--- src/rtl/ssd_scan_ctl_pkg.sv ---
// Shared constants for the seven-segment scan controller: BCD widths, enable levels
// and active-low segment glyphs {a,b,c,d,e,f,g,dp}.
package ssd_scan_ctl_pkg;

  localparam int BCD_BIT_WIDTH = 4;
  localparam int SSD_DIGIT_NUM = 4;

  localparam logic [BCD_BIT_WIDTH-1:0] BCD_ZERO = 4'd0;
  localparam logic [BCD_BIT_WIDTH-1:0] BCD_NINE = 4'd9;

  localparam logic ENABLED  = 1'b1;
  localparam logic DISABLED = 1'b0;

  localparam logic [7:0] SSD_ZERO  = 8'h03;
  localparam logic [7:0] SSD_ONE   = 8'h9F;
  localparam logic [7:0] SSD_TWO   = 8'h25;
  localparam logic [7:0] SSD_THREE = 8'h0D;
  localparam logic [7:0] SSD_FOUR  = 8'h99;
  localparam logic [7:0] SSD_FIVE  = 8'h49;
  localparam logic [7:0] SSD_SIX   = 8'h41;
  localparam logic [7:0] SSD_SEVEN = 8'h1F;
  localparam logic [7:0] SSD_EIGHT = 8'h01;
  localparam logic [7:0] SSD_NINE  = 8'h09;
  localparam logic [7:0] SSD_DASH  = 8'hFD;
  localparam logic [7:0] SSD_BLANK = 8'hFF;

  // Active-low digit enable selecting a single digit.
  function automatic logic [SSD_DIGIT_NUM-1:0] digit_sel_n(input logic [1:0] idx);
    return ~(SSD_DIGIT_NUM'(1) << idx);
  endfunction

endpackage

--- src/rtl/ssd_scan_ctl_if.sv ---
// Digit/segment bus between the BCD counter chain and the display scanner.
interface ssd_scan_ctl_if;
  import ssd_scan_ctl_pkg::*;

  logic [BCD_BIT_WIDTH-1:0] bcd0;
  logic [BCD_BIT_WIDTH-1:0] bcd1;
  logic [BCD_BIT_WIDTH-1:0] bcd2;
  logic [BCD_BIT_WIDTH-1:0] bcd3;
  logic [3:0]               dp_in;
  logic                     disp_en;
  logic [3:0]               ssd_ctl;
  logic [7:0]               segs;
  logic                     frame_start;

  modport master (
    output bcd0, bcd1, bcd2, bcd3, dp_in, disp_en,
    input  ssd_ctl, segs, frame_start
  );

  modport slave (
    input  bcd0, bcd1, bcd2, bcd3, dp_in, disp_en,
    output ssd_ctl, segs, frame_start
  );
endinterface

--- src/rtl/ssd_scan_ctl_bcd_to_ssd.sv ---
// Combinational BCD-to-seven-segment decoder (active-low); codes above nine show a dash.
module bcd_to_ssd
  import ssd_scan_ctl_pkg::*;
(
  input  logic [BCD_BIT_WIDTH-1:0] bcd_i,
  input  logic                     dp_i,
  output logic [7:0]               segs_o
);

  logic [7:0] glyph;

  always_comb begin
    glyph = SSD_DASH;
    if (bcd_i <= BCD_NINE) begin
      case (bcd_i)
        4'd0:    glyph = SSD_ZERO;
        4'd1:    glyph = SSD_ONE;
        4'd2:    glyph = SSD_TWO;
        4'd3:    glyph = SSD_THREE;
        4'd4:    glyph = SSD_FOUR;
        4'd5:    glyph = SSD_FIVE;
        4'd6:    glyph = SSD_SIX;
        4'd7:    glyph = SSD_SEVEN;
        4'd8:    glyph = SSD_EIGHT;
        default: glyph = SSD_NINE;
      endcase
    end
  end

  assign segs_o = {glyph[7:1], glyph[0] & ~dp_i};

endmodule

--- src/rtl/ssd_scan_ctl.sv ---
// Four-digit common-anode display scanner with once-per-frame digit latch.
// Optional macro LEADING_ZERO_BLANK_EN blanks leading zero digits 3..1.
module ssd_scan_ctl
  import ssd_scan_ctl_pkg::*;
#(
  parameter int SCAN_PERIOD = 50000,
  parameter int CNT_W       = 16
) (
  input  logic            clk,
  input  logic            rst,
  ssd_scan_ctl_if.slave   bus
);

  localparam logic [CNT_W-1:0] PRE_LAST = CNT_W'(SCAN_PERIOD - 1);

  logic [CNT_W-1:0]                            pre_cnt_q, pre_cnt_d;
  logic [1:0]                                  scan_idx_q, scan_idx_d;
  logic [SSD_DIGIT_NUM-1:0][BCD_BIT_WIDTH-1:0] dig_q, dig_d;
  logic [SSD_DIGIT_NUM-1:0]                    dp_q, dp_d;
  logic                                        frame_start_q, frame_start_d;
  logic [SSD_DIGIT_NUM-1:0]                    ssd_ctl_q, ssd_ctl_d;
  logic [7:0]                                  segs_q, segs_d;

  logic                     tick;
  logic                     frame_latch;
  logic [BCD_BIT_WIDTH-1:0] cur_bcd;
  logic                     cur_dp;
  logic                     cur_blank;
  logic [7:0]               cur_glyph;

  assign tick        = (pre_cnt_q == PRE_LAST);
  assign frame_latch = tick && (scan_idx_q == 2'd3);
  assign cur_bcd     = dig_q[scan_idx_q];
  assign cur_dp      = dp_q[scan_idx_q];

`ifdef LEADING_ZERO_BLANK_EN
  // A digit blanks only when it and every digit to its left latched as zero.
  always_comb begin
    cur_blank = 1'b0;
    case (scan_idx_q)
      2'd3:    cur_blank = (dig_q[3] == BCD_ZERO);
      2'd2:    cur_blank = (dig_q[3] == BCD_ZERO) && (dig_q[2] == BCD_ZERO);
      2'd1:    cur_blank = (dig_q[3] == BCD_ZERO) && (dig_q[2] == BCD_ZERO)
                           && (dig_q[1] == BCD_ZERO);
      default: cur_blank = 1'b0;
    endcase
  end
`else
  assign cur_blank = 1'b0;
`endif

  bcd_to_ssd u_dec (
    .bcd_i  (cur_bcd),
    .dp_i   (cur_dp),
    .segs_o (cur_glyph)
  );

  always_comb begin
    pre_cnt_d     = tick ? '0 : pre_cnt_q + 1'b1;
    scan_idx_d    = tick ? scan_idx_q + 2'd1 : scan_idx_q;
    dig_d         = dig_q;
    dp_d          = dp_q;
    frame_start_d = frame_latch;
    if (frame_latch) begin
      dig_d = {bus.bcd3, bus.bcd2, bus.bcd1, bus.bcd0};
      dp_d  = bus.dp_in;
    end
    // Display stage lags scan_idx by one cycle; disable only masks this stage.
    ssd_ctl_d = digit_sel_n(scan_idx_q);
    segs_d    = cur_blank ? {SSD_BLANK[7:1], ~cur_dp} : cur_glyph;
    if (bus.disp_en == DISABLED) begin
      ssd_ctl_d = '1;
      segs_d    = SSD_BLANK;
    end
  end

  always_ff @(posedge clk) begin
    if (!rst) begin
      pre_cnt_q     <= '0;
      scan_idx_q    <= '0;
      dig_q         <= '0;
      dp_q          <= '0;
      frame_start_q <= 1'b0;
      ssd_ctl_q     <= '1;
      segs_q        <= SSD_BLANK;
    end else begin
      pre_cnt_q     <= pre_cnt_d;
      scan_idx_q    <= scan_idx_d;
      dig_q         <= dig_d;
      dp_q          <= dp_d;
      frame_start_q <= frame_start_d;
      ssd_ctl_q     <= ssd_ctl_d;
      segs_q        <= segs_d;
    end
  end

  assign bus.ssd_ctl     = ssd_ctl_q;
  assign bus.segs        = segs_q;
  assign bus.frame_start = frame_start_q;

endmodule

--- src/flat_wrapper.sv ---
// flat-port wrapper written by rule: the top's interface ports become plain ports
module ssd_scan_ctl_flat import ssd_scan_ctl_pkg::*;
#(
  parameter int SCAN_PERIOD = 50000,
  parameter int CNT_W       = 16
)
  (clk, rst, bus_bcd0, bus_bcd1, bus_bcd2, bus_bcd3, bus_dp_in, bus_disp_en, bus_ssd_ctl, bus_segs, bus_frame_start);
  ssd_scan_ctl_if bus_i ();
  input  logic clk;
  input  logic rst;
  input wire logic [$bits(bus_i.bcd0)-1:0] bus_bcd0;
  input wire logic [$bits(bus_i.bcd1)-1:0] bus_bcd1;
  input wire logic [$bits(bus_i.bcd2)-1:0] bus_bcd2;
  input wire logic [$bits(bus_i.bcd3)-1:0] bus_bcd3;
  input wire logic [$bits(bus_i.dp_in)-1:0] bus_dp_in;
  input wire logic [$bits(bus_i.disp_en)-1:0] bus_disp_en;
  output wire logic [$bits(bus_i.ssd_ctl)-1:0] bus_ssd_ctl;
  output wire logic [$bits(bus_i.segs)-1:0] bus_segs;
  output wire logic [$bits(bus_i.frame_start)-1:0] bus_frame_start;
  assign bus_i.bcd0 = bus_bcd0;
  assign bus_i.bcd1 = bus_bcd1;
  assign bus_i.bcd2 = bus_bcd2;
  assign bus_i.bcd3 = bus_bcd3;
  assign bus_i.dp_in = bus_dp_in;
  assign bus_i.disp_en = bus_disp_en;
  assign bus_ssd_ctl = bus_i.ssd_ctl;
  assign bus_segs = bus_i.segs;
  assign bus_frame_start = bus_i.frame_start;
  ssd_scan_ctl #(.SCAN_PERIOD(SCAN_PERIOD), .CNT_W(CNT_W)) u_core (.clk(clk), .rst(rst), .bus(bus_i));
endmodule
--- config.mk ---
export PLATFORM = sky130hd
export DESIGN_NAME = ssd_scan_ctl_flat
export DESIGN_NICKNAME = d
export VERILOG_FILES = /design/src/rtl/ssd_scan_ctl_pkg.sv /design/src/rtl/ssd_scan_ctl_if.sv /design/src/rtl/ssd_scan_ctl_bcd_to_ssd.sv /design/src/rtl/ssd_scan_ctl.sv /design/src/flat_wrapper.sv
export SDC_FILE = /design/constraint.sdc
export NUM_CORES = 1
export LEC_CHECK = 0
export BUFFER_PORTS_ARGS = -buffer_cell sky130_fd_sc_hd__buf_2
export CAP_MARGIN = 30
export CORE_MARGIN = 2
export CORE_UTILIZATION = 58
export CTS_BUF_LIST = sky130_fd_sc_hd__clkbuf_8
export DETAILED_ROUTE_END_ITERATION = 7
export GPL_TIMING_DRIVEN = 0
export MAX_ROUTING_LAYER = met4
export PLACE_DENSITY = 0.78
export SLEW_MARGIN = 0
export SYNTH_ARGS = -nofsm -noshare
export SYNTH_HDL_FRONTEND = slang
export SYNTH_SLANG_ARGS = --single-unit
--- constraint.sdc ---
create_clock -name clk -period 2.1 [get_ports clk]
set_input_delay 0.42 -clock clk [delete_from_list [all_inputs] [get_ports clk]]
set_output_delay 0.42 -clock clk [all_outputs]
set_load 0.1 [all_outputs]
==> results by stage, run 1 <==
STA:
- The clock period minus worst slack is 2000 ps.
- The final number of setup-violating endpoints is 0.
- Setup repair after global routing left no endpoint under its margin.
- Headroom to the max-slew limit came out at 67.6%.
- The period utilization is 95.1%.
- The maximum clock rate is 501 MHz.
- For the pin with the worst max-slew slack, the measured transition is 490 ps.
- The post-route worst hold slack is 367 ps.
- The max-slew violation count is 0.
- On the final layout, the worst clock skew is 5.11 ps.
- The hold violation total from the final report is 0.

Global routing:
- The via count of the first global-routing pass is 1763.
- Entering global routing, the biggest net connects 15 pins.
- Global routing used 23.7% of the available tracks across all layers.
- The initial antenna violation count is 0.
- After global routing the overflow that remains totals 0.
- The first global-routing pass estimated 7780 um of wire.

Place:
- The post-detailed-placement cell area is 0.00249 mm^2.
- The detailed placement HPWL is 3270 um.
- The global placer's final weighted congestion is 0.853.
- Input and output buffers added on the ports amount to 35.

Layout:
- The layout cell share with drive strength beyond 1 is 23.0%.
- The number of antenna diodes in the final layout is 0.
- In the layout the commonest cells are sky130_fd_sc_hd__dfxtp_1 (50), sky130_fd_sc_hd__buf_2 (37), sky130_fd_sc_hd__a21oi_1 (26), sky130_fd_sc_hd__nand3_1 (24), sky130_fd_sc_hd__nor2_1 (18).
- The finished cells cover 0.00261 mm^2.
- The utilization after layout is 70.8%.
- The area growth from synthesis to final layout is 15.8%.
- The library cell used most frequently in the layout, excluding fill and tap cells, is sky130_fd_sc_hd__dfxtp_1.
- At the end of the flow, the number of nets in the layout was 323.

Clocking:
- In this run, CTS created clock tree buffers numbering 5.
- After clock tree synthesis, the clock-pin slew on the worst setup and hold paths is 90 ps.
- The H-tree level count is 2.
- For the worst-skew pair, the clock arrives at the later sink with an insertion delay of 300 ps.
- The clock tree from TritonCTS is done.
- The clock drives 51 sinks.
- No sink is reached through more buffers than the 2 on the longest clock path.
- In this run the clock root is driven by a sky130_fd_sc_hd__clkbuf_8.

Worst setup path:
- STA classifies the critical path startpoint as a flop.
- STA classifies the critical path endpoint as a flop.
- The number of buffers and inverters on the critical path is 1.
- The data arrival at the endpoint of the critical path is 2190 ps.
- The library cell contributing the largest single delay on the critical path is sky130_fd_sc_hd__or4_4.
- On the worst path, the slowest cell contributes a delay of 580 ps.
- The worst setup path is of the flop to flop kind.
- Traced cell by cell, the critical path runs through or4b_4 > or4_4 > nand2_2 > buf_4 > nor2_1.
- In this design, the largest share of critical-path delay is due to simple AND/OR/NAND/NOR gates.
- For the worst setup path, the data required time is 2300 ps.
- The largest fanout on the critical path is 10.

Routing:
- The routed layout has 1910 vias.
- The first-pass iteration count of the detailed router is 4.
- The total length of routed wires is 4490 um.
- In this run the remaining antenna-violating nets after routing total 0.
- The routed length per placed instance is 13.2 um.
- The detailed router finished its first iteration with 107 violations.
- Using the TritonRoute via totals, the vias-per-cell ratio works out to 5.63.
- In the routed design, unresolved DRC markers number 0.

Hold path:
- The tightest min-delay check is of the input pin to flop type.

Yosys:
- In this run, synthesis inferred 0 flip-flops with an integrated enable.
- Of the post-synthesis cell area, the part taken by muxes is 5.94%.
- The main combinational cell family by area after synthesis is simple AND/OR/NAND/NOR gates.
- The register bit count reported by yosys is 51.
- Counting every net in the synthesized netlist gives 278.
- The post-synthesis xor/xnor area fraction is 4.66%.
- For this run, the number of Yosys warnings is 0.
- The post-synthesis sequential area ratio is 45.3%.
- The number of different library cells in the post-synthesis netlist is 39.
- The gate count after technology mapping is 245.
- The synthesized netlist devotes 13.2% of its cell area to compound gates.
- Each instance of the synthesized netlist takes up on average 9.20 um^2.
- The adder and majority cell fraction of the synthesized area is 5.55%.
- For this run, asynchronously set or reset flops after synthesis account for 0%.
- The area fraction in and, or, nand and nor cells after synthesis is 20.2%.
- The mapped netlist covers 0.00225 mm^2.
- In the synthesized netlist the dominant register cell turns out to be sky130_fd_sc_hd__dfxtp_1.

Power:
- The net switching power figure is 0.397 mW.
- The clock power share is 32.7%.
- IR analysis of the VDD net gives a maximum drop of 0.000414 V.
- The combinational share of power is 6.9%.
- The internal portion of the total power is 1.23 mW.
- The analysis attributes to cell leakage a power of 0.962 nW.
- The fraction of power consumed by sequential logic is 60.4%.
- The power density relative to cell area is 625 mW/mm^2.
- Net switching is 24.4% of the power.

Floorplanning:
- Row generation in the floorplan step produced 22 rows.
- In this run the vertical extent of the chip is 66.3 um.
- The initial core utilization is 61.1%.
- In this run the standard cell core region covers 0.00369 mm^2.
- The die covers 0.00440 mm^2.
- From left edge to right edge, the die measures 66.3 um.
- 36 I/O pins were placed.

Run:
- The tool flagged a number of max-cap violations equal to 0.

Status:
- The run finished with clean final reports.
worst paths after layout:
path	from	to	slack, ps	cells after the start
hold / removal	bus_bcd3[2]	u_core.dig_q[14]	370	3
hold reg to reg	u_core.dig_q[15]	u_core.dig_q[15]	460	2
setup reg to reg	u_core.pre_cnt_q[13]	u_core.pre_cnt_q[9]	100	5
setup / recovery	u_core.pre_cnt_q[13]	u_core.pre_cnt_q[9]	100	5
power by group through the flow:
| stage | logic, mW | registers [mW] | clock network [mW] |
|---|---|---|---|
| 2_1_floorplan | 0.0231 | 1.06 | 0 |
| 3_3_place_gp | 0.110 | 1.01 | 0 |
| 3_5_place_dp | 0.112 | 1.01 | 0 |
| 4_1_cts | 0.113 | 0.985 | 0.536 |
| 5_1_grt | 0.120 | 0.986 | 0.581 |
| 6_report | 0.112 | 0.984 | 0.534 |
worst register-to-register path, cell delays in order, from the launching register on:
cell	delay (ps)
sky130_fd_sc_hd__dfxtp_1	340
sky130_fd_sc_hd__or4b_4	570
sky130_fd_sc_hd__or4_4	580
sky130_fd_sc_hd__nand2_2	150
sky130_fd_sc_hd__buf_4	190
sky130_fd_sc_hd__nor2_1	60
what timing repair did:
action,CTS,global route
resized for setup,2,7
cloned,0,0
hold buffers,0,0
endpoints found under the setup margin,6,24
pin swaps,0,0
setup buffers,0,3
sequential cells by signal, indices dropped and copies added, names as in the netlist:
register	cells
u_core.dp_q	4
u_core.pre_cnt_q	16
u_core.dig_q	16
u_core.scan_idx_q	2
u_core.bus.ssd_ctl	4
u_core.bus.segs	8
u_core.bus.frame_start	1
metal layers:
layer / wire [um] / track usage [%]
met2: 2080 / 36.9
met1: 2100 / 31.0
met5: 0 / -
met4: 61 / 7.91
met3: 247 / 4.60
logic make-up (layout without fill, tap and decap cells):
family / Yosys count / after routing
buf+inv: 25 / 71
simple gates: 84 / 84
xor+xnor: 12 / 12
compound gates: 56 / 56
mux: 7 / 7
fa+ha+maj: 10 / 10
flops: 51 / 51
area by class of cell:
type / instances / area [um^2]
timing repair buffer: 38 / 198
tap: 48 / 60.1
sequential: 51 / 1020
clock buffer: 5 / 68.8
clock inverter: 3 / 12.5
buffer: 17 / 97.6
multi-input combinational: 169 / 1120
fill: 314 / 1080
inverter: 8 / 30.0
cell usage after synthesis (5+ instances only):
cell type                  number  area share [%]
sky130_fd_sc_hd__nand3_1       24             5.3
sky130_fd_sc_hd__ha_1          10             5.6
sky130_fd_sc_hd__o21ai_1       16             3.6
sky130_fd_sc_hd__nor2_1        18             3.0
sky130_fd_sc_hd__xor2_1         6             2.3
sky130_fd_sc_hd__xnor2_1        6             2.3
sky130_fd_sc_hd__o21ai_0        8             1.8
sky130_fd_sc_hd__nand2_1       17             2.8
sky130_fd_sc_hd__mux4_2         5             5.0
sky130_fd_sc_hd__dfxtp_1       51              45
sky130_fd_sc_hd__a21oi_1       26             5.8
sky130_fd_sc_hd__clkbuf_1       9             1.5
sky130_fd_sc_hd__inv_1          8             1.3
stage by stage:
step / TNS [ps] / power, mW / setup slack [ps] / cells
floorplan: 0 / 1.08 / 151 / 245
global placement: -158 / 1.12 / -43.8 / 328
detailed placement: -339 / 1.12 / -79.2 / 328
CTS: 0 / 1.63 / 18.6 / 336
global route: 0 / 1.69 / 5.98 / 339
finish: 0 / 1.63 / 104 / 339
Note: power is estimated with default switching activity, not from simulation.
==> run 2: changes to the inputs <==
Clock period 2.1 ns to 2.18 ns, I/O delays scaled along.
==> results by stage, run 2 (synthesis results as in run 1) <==
Status:
- The run finished with clean final reports.

Layout:
- The number of antenna repair diodes is 0.
- In the layout the commonest cells are sky130_fd_sc_hd__dfxtp_1 (50), sky130_fd_sc_hd__buf_2 (37), sky130_fd_sc_hd__a21oi_1 (26), sky130_fd_sc_hd__nand3_1 (24), sky130_fd_sc_hd__nor2_1 (18).
- The count of filler cells inserted in the layout is 315.
- The area growth from synthesis to layout is 14.5%.
- In the final design database the tool counted 320 nets.
- The most common library cell in the layout ignoring fill and taps is sky130_fd_sc_hd__dfxtp_1.
- Cells fill 69.9% of the core in the end.
- The layout cell share with drive strength beyond 1 is 21.5%.

Clocking:
- Counting every sink on the clock net gives 51.
- The clock buffer count from CTS is 5.
- After clock tree synthesis, the setup repair step added 0 buffers.
- The clock root buffer master is sky130_fd_sc_hd__clkbuf_8.
- TritonCTS built the clock tree.
- Clock-pin slew was measured on the worst setup and hold paths at 90 ps.
- The H-tree was split into 2 levels.
- The deepest clock path buffer count is 2.
- Clock latency on the worst-skew pair, taken at its later pin, is 290 ps.

Worst setup path:
- The cell family contributing the most delay on the critical path is simple AND/OR/NAND/NOR gates.
- The setup slack of the worst register-to-register path is 170 ps.
- The kind of capture point of the worst setup path is a flop.
- Of all nets on the critical path, the largest fanout is 10.
- The worst setup path startpoint is u_core.pre_cnt_q[4].
- For this run, the slowest stage of the critical path takes 610 ps.
- The number of cells on the critical path is 5.
- For this design, the slowest cell found on the critical path is sky130_fd_sc_hd__or4_4.
- The data arrival at the endpoint of the critical path is 2180 ps.
- The kind of critical path is flop to flop.
- The critical path ends at u_core.dp_q[2].
- The worst path buffer plus inverter count is 1.
- The endpoint of the most critical register-to-register path is u_core.dp_q[2].
- The critical path goes through or3b_2 > or4_4 > buf_6 > o21ai_1 > a21oi_1.
- The worst register-to-register path has a depth of 5.
- The start of the worst register-to-register path is u_core.pre_cnt_q[4].
- STA classifies the critical path startpoint as a flop.
- Data on the critical path is required at its endpoint by 2350 ps.

STA:
- Summed over all failing endpoints, the final setup total negative slack is 0 ps.
- Of the available clock period, the critical path in the final layout requires 92.3%.
- The final number of setup-violating endpoints is 0.
- The clock period minus worst slack is 2010 ps.
- The maximum clock rate is 497 MHz.
- The headroom to the max-slew limit is 67.5%.
- The max-slew violation count was 0.
- Setup repair after global routing left no endpoint under its margin.
- The hold violation total from the final report is 0.
- Between clock sinks in the finished design, the worst skew comes to 5.44 ps.
- The slew at the pin closest to its max-slew limit is 487 ps.

Place:
- The count of buffers from port buffering is 35.
- The detailed placement HPWL is 3270 um.
- The global placer's final weighted congestion is 0.853.

Global routing:
- The first global-routing pass estimated 7770 um of wire.
- The initial antenna violation count was 0.
- The via count of the first global-routing pass is 1761.
- The total track usage is 23.6%.
- Global routing finished with a remaining overflow of 0.
- The largest net degree at the start of global routing is 15.

Routing:
- The total length of routed wires is 4460 um.
- The total via count in the routed design is 1868.
- The number of violations reported at the end of detailed-routing iteration 0 is 97.
- The detail route stage leaves a number of antenna-violating nets equal to 0.
- The via density per instance is 5.56.
- The first TritonRoute pass finished after 4 iterations.
- In the final routed layout, each cell accounts on average for 13.3 um.
- The post-route DRC violation count is 0.

Floorplanning:
- The floorplan step set the die height to 66.3 um.
- The horizontal die dimension is 66.3 um.
- In this run the count of I/O pins placed on the die edge is 36.
- The initial core utilization is 61.1%.
- The initialized floorplan defines 22 standard-cell rows.
- The area enclosed by the die boundary is 0.00440 mm^2.
- In this run the standard cell core region covers 0.00369 mm^2.

Run:
- Across the run, the number of max-cap violations was 0.

Hold path:
- The min-delay analysis places its worst path in the category input pin to flop.

Power:
- In this run the static leakage power is 0.941 nW.
- Dividing total power by cell area gives a power density of 606 mW/mm^2.
- The worst supply voltage drop on vdd is 0.000393 V.
run 2: cell type report:
type                    instances  area, um^2  share of cell area (%)
multi-input cells             169        1120                    43.4
repair buffers                 35         175                    6.79
clock inverters                 3        12.5                   0.485
plain buffers                  17        92.6                    3.59
inverters                       8        30.0                    1.16
well taps                      48        60.1                    2.33
clock buffers                   5        68.8                    2.67
flip-flops and latches         51        1020                    39.6
run 2: per-stage QoR:
stage          power (mW)  instances  worst slack (ps)  hold WS [ps]  cell area (um^2)
2_1_floorplan        1.04        245               231           426              2250
3_3_place_gp         1.08        328              36.2           443              2490
3_5_place_dp         1.08        328             0.829           450              2490
4_1_cts              1.57        336              50.8           383              2570
5_1_grt              1.63        336              4.18           386              2580
6_report             1.56        336               167           384              2580
run 2: worst reg2reg max path: stages (launching register included):
cell	delay [ps]
sky130_fd_sc_hd__dfxtp_1	360
sky130_fd_sc_hd__or3b_2	540
sky130_fd_sc_hd__or4_4	610
sky130_fd_sc_hd__buf_6	170
sky130_fd_sc_hd__o21ai_1	120
sky130_fd_sc_hd__a21oi_1	80
run 2: routing by layer:
metal / global-route usage (%) / vias up / wire [um]
met5: - / - / 0
met4: 7.91 / 0 / 61
met3: 4.60 / 7 / 244
met2: 36.9 / 51 / 2090
met1: 30.9 / 870 / 2060
li1: - / 940 / -
run 2: timing repair:
| item | 4_1_cts | 5_1_grt |
|---|---|---|
| endpoints found under the setup margin | 4 | 6 |
| hold buffers | 0 | 0 |
| resized for setup | 1 | 3 |
run 2: worst min-delay path by stage:
stage                              startpoint                   to  slack, ps  depth (start not counted)
final                             bus_bcd2[3]     u_core.dig_q[11]        380                          3
after global routing              bus_bcd3[2]     u_core.dig_q[14]        390                          3
after CTS                         bus_bcd2[3]     u_core.dig_q[11]        380                          3
after detailed placement  u_core.pre_cnt_q[0]  u_core.pre_cnt_q[0]        450                          1
after global placement        u_core.dig_q[9]      u_core.dig_q[9]        440                          2
after floorplan           u_core.pre_cnt_q[0]  u_core.pre_cnt_q[0]        430                          1
run 2: power by group:
part / internal [mW] / leakage [nW] / switching (mW)
logic: 0.0287 / 0.477 / 0.0791
clock network: 0.217 / 0.0505 / 0.292
registers: 0.942 / 0.414 / 0.00602
total: 1.19 / 0.941 / 0.377
==> run 3: changes to the inputs <==
Settings changed: SYNTH_HIERARCHICAL from default to 1.
==> results by stage, run 3 <==
Status:
- The flow ran to the end, and the final reports show no timing, DRC or antenna violations.

Global routing:
- The met1 routing resource usage after global routing is 27.7%.
- The initial antenna violation count is 0.
- The total track usage is 21.9%.
- The layer flagged by global routing as most heavily used is met2.
- The met3 demand-to-capacity share in global routing is 6.50%.
- The global routing usage on met2 is 33.5%.
- The via count of the first global-routing pass is 1575.
- The first global-routing pass estimated 7100 um of wire.
- The largest net degree at the start of global routing is 17.
- Global routing finished with a remaining overflow of 0.

Worst setup path:
- At the worst endpoint, the arrival time is 2380 ps.
- The kind of critical path is flop to flop.
- The worst setup path is launched from a flop.
- The library cell contributing the largest single delay on the critical path is sky130_fd_sc_hd__or4b_1.
- The kind of capture point of the worst setup path is a flop.
- In this design, the stage delay of the slowest critical-path cell is 520 ps.
- The required time of the worst setup path is 2410 ps.
- For flop-to-flop paths, the worst setup slack is 30 ps.
- The signal on the critical path passes through or4b_1 > or4_4 > nor3_4 > buf_6 > mux2i_2.
- The largest fanout on the critical path is 5.

Layout:
- The layout cell share with drive strength beyond 1 is 28.6%.
- The count of filler cells inserted in the layout is 321.
- The top cell types in the final layout, fill and taps aside, are sky130_fd_sc_hd__nand2_1 (49), sky130_fd_sc_hd__dfxtp_1 (47), sky130_fd_sc_hd__buf_2 (35), sky130_fd_sc_hd__nor2_1 (23), sky130_fd_sc_hd__mux2i_1 (21).
- Once layout is complete, the cells apart from fillers number 344.
- Leaving out fill and tap cells, the most frequent cell in the layout is sky130_fd_sc_hd__nand2_1.
- Compared with the post-synthesis result, the final layout area differs by 19.0%.
- The repair_antennas step left the layout with diodes totalling 0.
- The finished cells cover 0.00276 mm^2.
- The utilization after layout is 70.6%.
- The net count of the finished layout is 326.

Floorplanning:
- The initial core utilization is 59.4%.
- The height of the chip is 67.3 um.
- Measured along the x axis, the die boundary spans 67.3 um.
- The die covers 0.00453 mm^2.
- The floorplan has 23 rows.
- For this design the top-level I/O count stands at 36.
- The core region is 0.00391 mm^2.

Clocking:
- The sink count of the clock tree is 51.
- The deepest clock path buffer count is 2.
- TritonCTS built the clock tree.
- The clock root buffer master is sky130_fd_sc_hd__clkbuf_8.
- The number of hold buffers added after cts is 0.
- The clock insertion delay at the later pin of the skew report is 300 ps.
- The number of clock buffers added by TritonCTS is 5.
- The clock-pin slew reported for the worst setup and hold paths after clock tree synthesis is 90 ps.
- The clock tree synthesis step divided the H-tree into 2 levels.

STA:
- The max-slew violation count came to 0.
- Setup violations remaining at the end of the flow were counted as 0.
- The slew at the pin closest to its max-slew limit is 488 ps.
- The clock period minus worst slack is 2150 ps.
- The hold violation total from the final report is 0.
- Setup repair after global routing could not meet its margin everywhere.
- Static timing analysis puts the maximum clock frequency at 464 MHz.
- On the final layout, the worst clock skew is 2.37 ps.
- The period utilization is 98.8%.
- The headroom to the max-slew limit is 67.7%.

Yosys:
- After synthesis, flip-flops and latches occupy 43.9% of the total area.
- The number of different library cells used by synthesis comes to 35.
- The cell with the most instances after synthesis is sky130_fd_sc_hd__dfxtp_1.
- The post-synthesis average cell area is 9.45 um^2.
- Yosys mapped a number of flops with a built-in enable equal to 0.
- The synthesized design spends more area on one cell type than any other, namely sky130_fd_sc_hd__dfxtp_1.
- During synthesis, Yosys emitted a total of 6 warnings.
- The register bit count reported by yosys is 51.
- The share of the synthesized area in the top cell type is 43.9%.
- Summing every instance area after synthesis gives 0.00232 mm^2.
- Counting instances in the post-synthesis netlist gives the leading cell types as sky130_fd_sc_hd__dfxtp_1 (51), sky130_fd_sc_hd__nand2_1 (49), sky130_fd_sc_hd__nor2_1 (23), sky130_fd_sc_hd__mux2i_1 (22), sky130_fd_sc_hd__xnor2_1 (13).
- When the netlist entered floorplanning its net count stood at 279.
- In the post-synthesis netlist, the biggest area contributors are sky130_fd_sc_hd__dfxtp_1 (44%), sky130_fd_sc_hd__mux2i_1 (9.5%), sky130_fd_sc_hd__nand2_1 (7.9%).
- The primary flip-flop cell chosen by synthesis mapping is sky130_fd_sc_hd__dfxtp_1.
- Of all flip-flops after synthesis, the portion carrying an async set or reset was 0%.
- The gate count after technology mapping is 246.

Power:
- The worst supply voltage drop on vdd is 0.000626 V.
- The design draws 1.72 mW.
- For this design the ratio of total power to cell area is 623 mW/mm^2.
- Summed over all cells, the static leakage comes to 1.04 nW.

Routing:
- In the routed layout, each cell is associated on average with a via count of 5.06.
- The total via count in the routed design is 1742.
- The number of violations reported at the end of detailed-routing iteration 0 is 88.
- In the final routed layout, each cell accounts on average for 12.8 um.
- In the routed design, unresolved DRC markers number 0.
- The pre-antenna-repair detailed-routing pass consisted of 4 iterations.
- The detail route stage leaves a number of antenna-violating nets equal to 0.
- The routed design has 4420 um of wire.

Hold path:
- The worst hold-check path type is input pin to flop.

Place:
- The cell count after placement is 330.
- Summing all placed instances gives a cell area of 0.00256 mm^2.
- The detailed placement HPWL is 2970 um.
- The global placer's final weighted congestion is 0.818.
- The count of buffers from port buffering is 34.

Run:
- The tool flagged a number of max-cap violations equal to 0.
run 3: changes by cell type after synthesis, sizes merged, moves of 3 or more:
cell	delta
o21ai	-25
buf	-4
inv	+4
and3	-3
xor2	-5
nand3	-15
mux2i	+21
a21oi	-24
nor2	+5
xnor2	+7
nand2	+31
or2	+8
run 3: logic make-up (layout without fill, tap and decap cells):
family                   after synthesis  after routing  synth area share, %
AND/OR/NAND/NOR                      110            110                 22.3
flip-flops                            51             51                 43.9
multiplexers                          27             27                 14.3
buffers and inverters                 24             72                 4.90
XOR/XNOR                              14             14                 5.28
adder cells (fa/ha/maj)               10             10                 5.39
AO/OA/AOI/OAI                         10             10                 3.88
run 3: through the flow:
stage / hold slack [ps] / setup TNS (ps) / setup slack [ps]
final: 364 / 0 / 25.7
after global routing: 350 / -240 / -39.2
after CTS: 353 / 0 / 23.5
after detailed placement: 447 / -597 / -143
after global placement: 440 / -521 / -131
after floorplan: 430 / 0 / 61.0
run 3: final cells by class:
type	count	area, um^2	area share (%)
Sequential cell	51	1030	37.1
Buffer	12	82.6	2.99
Clock inverter	3	43.8	1.58
Clock buffer	5	68.8	2.49
Multi-Input combinational cell	171	1220	44.0
Inverter	12	45.0	1.63
Timing Repair Buffer	40	219	7.92
Tap cell	50	62.6	2.26
run 3: critical path: cells and delay by family, from the launching register on:
family,cells,cell delay [ps]
DFF,1,340
and+or+nand+nor,3,1330
muxes,1,220
buffers and inverters,1,190
run 3: path summary, 6_finish.rpt:
kind,from,to,cells after the start
hold reg to reg,u_core/dig_q[0],u_core/dig_q[0],2
setup / recovery,u_core/pre_cnt_q[13],u_core/dp_q[1],5
hold / removal,bus_disp_en,u_core/bus.ssd_ctl[3],2
setup reg to reg,u_core/pre_cnt_q[13],u_core/dp_q[1],5
run 3: repair_timing:
item	CTS	global route
setup buffers	1	3
setup endpoints to repair	19	34
cloned	2	0
resized for setup	8	12
pin swaps	2	1
run 3: power breakdown:
group          internal (mW)  leakage [nW]  switching, mW  total [mW]
registers              0.942         0.416        0.00660       0.949
logic                 0.0341         0.564         0.0911       0.125
clock network          0.342        0.0581          0.306       0.647
run 3: layer usage:
layer | up-vias | part of all wire, % | wire length [um]
li1 | 904 | - | -
met1 | 795 | 49 | 2180
met2 | 35 | 45 | 1980
met3 | 8 | 4.1 | 179
met4 | 0 | 1.7 | 74
met5 | - | 0 | 0
